`src/rtl/fetch_request_unit.sv`:
```
// Fetch request unit: issues icache reads at the registered pc, steers the PC unit
// (sequential step or redirect) and hands fetched words to decode through a one-entry slot.
module fetch_request_unit #(
    parameter int WORD_W  = 32,
    parameter int PC_STEP = 4
) (
    input  logic              CLK,
    input  logic              nRST,
    input  logic [WORD_W-1:0] pc,
    output logic [WORD_W-1:0] pc_comb,
    output logic              pc_incr,
    output logic              imemREN,
    output logic [WORD_W-1:0] imemaddr,
    input  logic              ihit,
    input  logic [WORD_W-1:0] imemload,
    input  logic              redirect_valid,
    input  logic [WORD_W-1:0] redirect_target,
    input  logic              halt,
    input  logic              id_ready,
    output logic              instr_valid,
    output logic [WORD_W-1:0] instr,
    output logic [WORD_W-1:0] instr_pc,
    output logic [WORD_W-1:0] instr_npc
);

    localparam logic [WORD_W-1:0] STEP = WORD_W'(PC_STEP);

    typedef enum logic [1:0] {
        IDLE,
        FETCH,
        DRAIN,
        HALTED
    } state_e;

    state_e            state_q, state_d;
    logic              slot_valid_q, slot_valid_d;
    logic [WORD_W-1:0] slot_instr_q, slot_instr_d;
    logic [WORD_W-1:0] slot_pc_q, slot_pc_d;
    logic [WORD_W-1:0] pend_target_q, pend_target_d;

    logic              slot_free;
    logic              load_slot;
    logic              clear_slot;

    assign slot_free = !slot_valid_q || id_ready;

    always_comb begin
        state_d       = state_q;
        pend_target_d = pend_target_q;
        pc_comb       = pc;
        pc_incr       = 1'b0;
        imemREN       = 1'b0;
        imemaddr      = pc;
        load_slot     = 1'b0;
        clear_slot    = 1'b0;

        // halt outranks redirect and ihit in every state
        if (halt) begin
            state_d    = HALTED;
            clear_slot = 1'b1;
        end else begin
            case (state_q)
                IDLE: begin
                    state_d = FETCH;
                    if (redirect_valid) begin
                        pc_incr    = 1'b1;
                        pc_comb    = redirect_target;
                        clear_slot = 1'b1;
                    end
                end
                FETCH: begin
                    imemREN = slot_free;
                    if (redirect_valid) begin
                        clear_slot = 1'b1;
                        // A request already in flight must keep its address until ihit.
                        if (slot_free && !ihit) begin
                            state_d       = DRAIN;
                            pend_target_d = redirect_target;
                        end else begin
                            pc_incr = 1'b1;
                            pc_comb = redirect_target;
                        end
                    end else if (ihit && slot_free) begin
                        load_slot = 1'b1;
                        pc_incr   = 1'b1;
                        pc_comb   = pc + STEP;
                    end
                end
                DRAIN: begin
                    imemREN    = 1'b1;
                    clear_slot = 1'b1;
                    if (redirect_valid) begin
                        pend_target_d = redirect_target;
                    end
                    if (ihit) begin
                        pc_incr = 1'b1;
                        pc_comb = redirect_valid ? redirect_target : pend_target_q;
                        state_d = FETCH;
                    end
                end
                HALTED: begin
                    clear_slot = 1'b1;
                end
            endcase
        end

        // No request and no pc update may leak out while reset is held.
        if (!nRST) begin
            pc_incr = 1'b0;
            imemREN = 1'b0;
        end

        slot_valid_d = slot_valid_q && !id_ready;
        slot_instr_d = slot_instr_q;
        slot_pc_d    = slot_pc_q;
        if (load_slot) begin
            slot_valid_d = 1'b1;
            slot_instr_d = imemload;
            slot_pc_d    = pc;
        end else if (clear_slot) begin
            slot_valid_d = 1'b0;
            slot_instr_d = '0;
            slot_pc_d    = '0;
        end
    end

    always_ff @(posedge CLK) begin
        if (!nRST) begin
            state_q       <= IDLE;
            slot_valid_q  <= 1'b0;
            slot_instr_q  <= '0;
            slot_pc_q     <= '0;
            pend_target_q <= '0;
        end else begin
            state_q       <= state_d;
            slot_valid_q  <= slot_valid_d;
            slot_instr_q  <= slot_instr_d;
            slot_pc_q     <= slot_pc_d;
            pend_target_q <= pend_target_d;
        end
    end

    assign instr_valid = slot_valid_q;
    assign instr       = slot_instr_q;
    assign instr_pc    = slot_pc_q;
    assign instr_npc   = slot_pc_q + STEP;

endmodule

```
`config.mk`:
```
export PLATFORM = sky130hd
export DESIGN_NAME = fetch_request_unit
export DESIGN_NICKNAME = d
export VERILOG_FILES = /design/src/rtl/fetch_request_unit.sv
export SDC_FILE = /design/constraint.sdc
export NUM_CORES = 1
export LEC_CHECK = 0
export ABC_CLOCK_PERIOD_IN_PS = 3350
export BUFFER_PORTS_ARGS = -buffer_cell sky130_fd_sc_hd__buf_2
export CAP_MARGIN = 20
export CELL_PAD_IN_SITES_DETAIL_PLACEMENT = 0
export CELL_PAD_IN_SITES_GLOBAL_PLACEMENT = 2
export CORE_ASPECT_RATIO = 0.6
export CORE_MARGIN = 5
export CORE_UTILIZATION = 27
export CTS_BUF_LIST = sky130_fd_sc_hd__clkbuf_8 sky130_fd_sc_hd__clkbuf_16
export DETAILED_ROUTE_END_ITERATION = 8
export PLACE_DENSITY = 0.8
export SETUP_SLACK_MARGIN = 0.02
export SYNTH_ARGS = -nofsm -noshare
export SYNTH_HDL_FRONTEND = slang
export SYNTH_SLANG_ARGS = --single-unit
```
`constraint.sdc`:
```
create_clock -name CLK -period 3.35 [get_ports CLK]
set_input_delay 0.335 -clock CLK [delete_from_list [all_inputs] [get_ports CLK]]
set_output_delay 0.335 -clock CLK [all_outputs]
set_load 0.02 [all_outputs]
```
==> metrics <==
CTS Buf Count=9; normalized max-slew margin=0.523; clk slew on worst S/H paths=0.08 ns; Core Area=0.0242 mm²; crit path DAT=2.91 ns; vias post-DR=7,437; first-pass GRT wire length=44,900 µm; cell area after layout=0.00863 mm²; DIE AREA=0.0280 mm²; 1st-pass router iterations=5; fin util=0.356; dominant synthesized flop cell=dfxtp_1; Worst Reg-to-Reg Cells=9; Die Y=132 µm; gr ovfl total=0; LEAKAGE=0.00382 µW; Post-CTS Setup Bufs=0; Worst setup EP type=output port; CTS resizes=0; input/output buffers=264; Hold Path Depth=3; syn_area_per_cell=7.78 µm²; CTS Sinks=99; Max Fanout on Critical Path=7; HP Class=input pin to flop; initial antenna violation count=2; fraction of registers with async set/reset=0; Area after DPL=0.00832 mm²; Syn-to-layout area delta=29.7%; net count reported at finish=1,193; Syn. warnings=0; mapped cell area=0.00665 mm²; syn nets=963; Synth cell types=56; hold buffer count at CTS=0; Total Routing Usage GR=0.206; row count=44; DRC errors left=0; area of the multi-input gates=0.00411 mm²; critical path class=flop to output port; fillcell total=2,647; Achievable Freq=0.308 GHz; register area share after synthesis=0.298; Reg area=0.00198 mm²; CTS root buffer=clkbuf_16; CTS max path bufs=2; TritonCTS clock tree=done; crit start category=flop; number of synthesized flops with an enable pin=0; TNS Setup=0 ns; Min Clock Period, post-route=3.25 ns; Peak VDD IR=0.253 mV; layout cell share with drive strength beyond 1=0.321; Die W=213 µm; largest net degree at the start of global routing=80; Worst-Skew Late Latency=0.37 ns; PD cells=378 mW/mm²; Slew Viols, Final=0; Final Hold Violating Endpoints=0; max-cap viol count=0; routed wire length=29,800 µm; Final Setup Violations=0; Final Worst Setup Slack=0.102 ns; io pins=265; crit share post-route=0.969; pre-CTS setup slack=0.196 ns; total power=3260 µW; worst path required time=3.01 ns; antenna-violating nets left=0; outcome=finished clean; Synth Instances=855; HPWL after DPL=22,600 µm; vias in the first global route=7,093; 1st-iter DRT viols=641; GPL Wtd Cong=0.877; routed len/inst=21.1 µm; H-tree depth=3; vias per std cell=5.26; RSZ-0062 raised after global routing=true; Clock Skews=0.00748 ns; initial core utilization=0.275; Worst Max-Slew Pin Slew=0.715 ns; FF+latch count, synth=99
[state kept, by name (all words and copies together) (netlist names)]
name,cells
state_q,2
instr_valid,1
instr_pc,32
pend_target_q,32
instr,32
[synth_stat cells (all sizes together) (3+ instances only)]
master,number,share of area
nand4,16,0.015
a22o,6,0.0079
and2,6,0.0056
nor4,3,0.0028
ha,6,0.011
nand2b,3,0.0028
a211oi,8,0.0090
inv,15,0.0085
and4,3,0.0040
clkbuf,56,0.032
buf,46,0.047
nand2,91,0.051
o21ai,28,0.021
o21a,5,0.0056
nor2,36,0.020
a22oi,81,0.091
a31oi,13,0.012
a21oi,28,0.021
o22ai,8,0.0075
or3,5,0.0047
nor3,23,0.017
or4,3,0.0034
o221ai,4,0.0053
xnor2,24,0.032
mux2i,35,0.053
xor2,13,0.017
nand3,29,0.022
and3,9,0.0085
a221o,5,0.0075
a221oi,13,0.018
nor2b,100,0.095
dfxtp,99,0.30
o31ai,4,0.0045
o211ai,9,0.010
[metal layers]
metal | global-route usage | vias up | share of wire | wire length [µm]
met4 | 0.0369 | 4 | 0.013 | 383
met3 | 0.0576 | 29 | 0.082 | 2450
met2 | 0.298 | 317 | 0.42 | 12400
met1 | 0.306 | 3572 | 0.49 | 14500
met5 | 0 | - | 0.00071 | 21
li1 | - | 3515 | - | -
[worst max-delay path, stage by stage, from the launching register on]
cell and delay, ns:
dfxtp_1 0.33, nor2b_4 0.14, or3_1 0.38, or4_1 0.71
or4_1 0.50, a221oi_2 0.25, nor3_1 0.06, buf_2 0.17
[final timing paths]
| check | startpoint | end | slack [ns] |
|---|---|---|---|
| worst min register to register | instr[23] | instr[23] | 0.52 |
| worst min-delay path | imemload[12] | instr[12] | 0.23 |
| worst max register to register | instr_valid | pend_target_q[16] | 0.80 |
| worst max-delay path | instr_valid | pc_comb[24] | 0.10 |
[final cells by class]
class,instances,area share
inverters,15,0.00653
well taps,322,0.0467
clock buffers,10,0.0277
flip-flops and latches,99,0.230
clock inverters,6,0.00638
repair buffers,321,0.206
multi-input cells,639,0.477
diodes,1,0.000290
[power breakdown]
part	switching [µW]	total, µW	internal (µW)
combinational	591	942	351
clock	538	1080	540
sequential	25.9	1240	1210
total	1160	3260	2110
[cells in the final DEF (no fill, tap or decap), types with 6 or more instances in the layout]
cell type and n:
xnor2_1 24, a31oi_1 13, a22o_1 6, a22oi_1 81
buf_2 264, o21ai_0 28, nand2_1 91, xor2_1 13
nand3_1 29, a211oi_1 8, clkbuf_16 9, o22ai_1 8
dfxtp_1 99, ha_1 6, o211ai_1 9, nor3_1 21
and2_1 6, a221oi_1 12, and3_1 8, nand4_1 16
inv_1 14, a21oi_1 27, nor2b_1 99, buf_4 55
mux2i_1 35, nor2_1 36
[metrics by stage]
stage,hold slack (ns),cells
2_1_floorplan,0.459,855
3_3_place_gp,0.495,1396
3_5_place_dp,0.500,1396
4_1_cts,0.216,1412
5_1_grt,0.230,1412
6_report,0.232,1413
[kinds of logic after synthesis]
| logic type | share of synthesized area |
|---|---|
| AOI/OAI and AO/OA | 0.237 |
| xor gates and xnor gates | 0.0487 |
| adders and majority gates | 0.0113 |
| buffers and inverters | 0.0871 |
| DFF | 0.298 |
| muxes | 0.0544 |
| and+or+nand+nor | 0.264 |
Note: power is estimated with default switching activity, not from simulation.
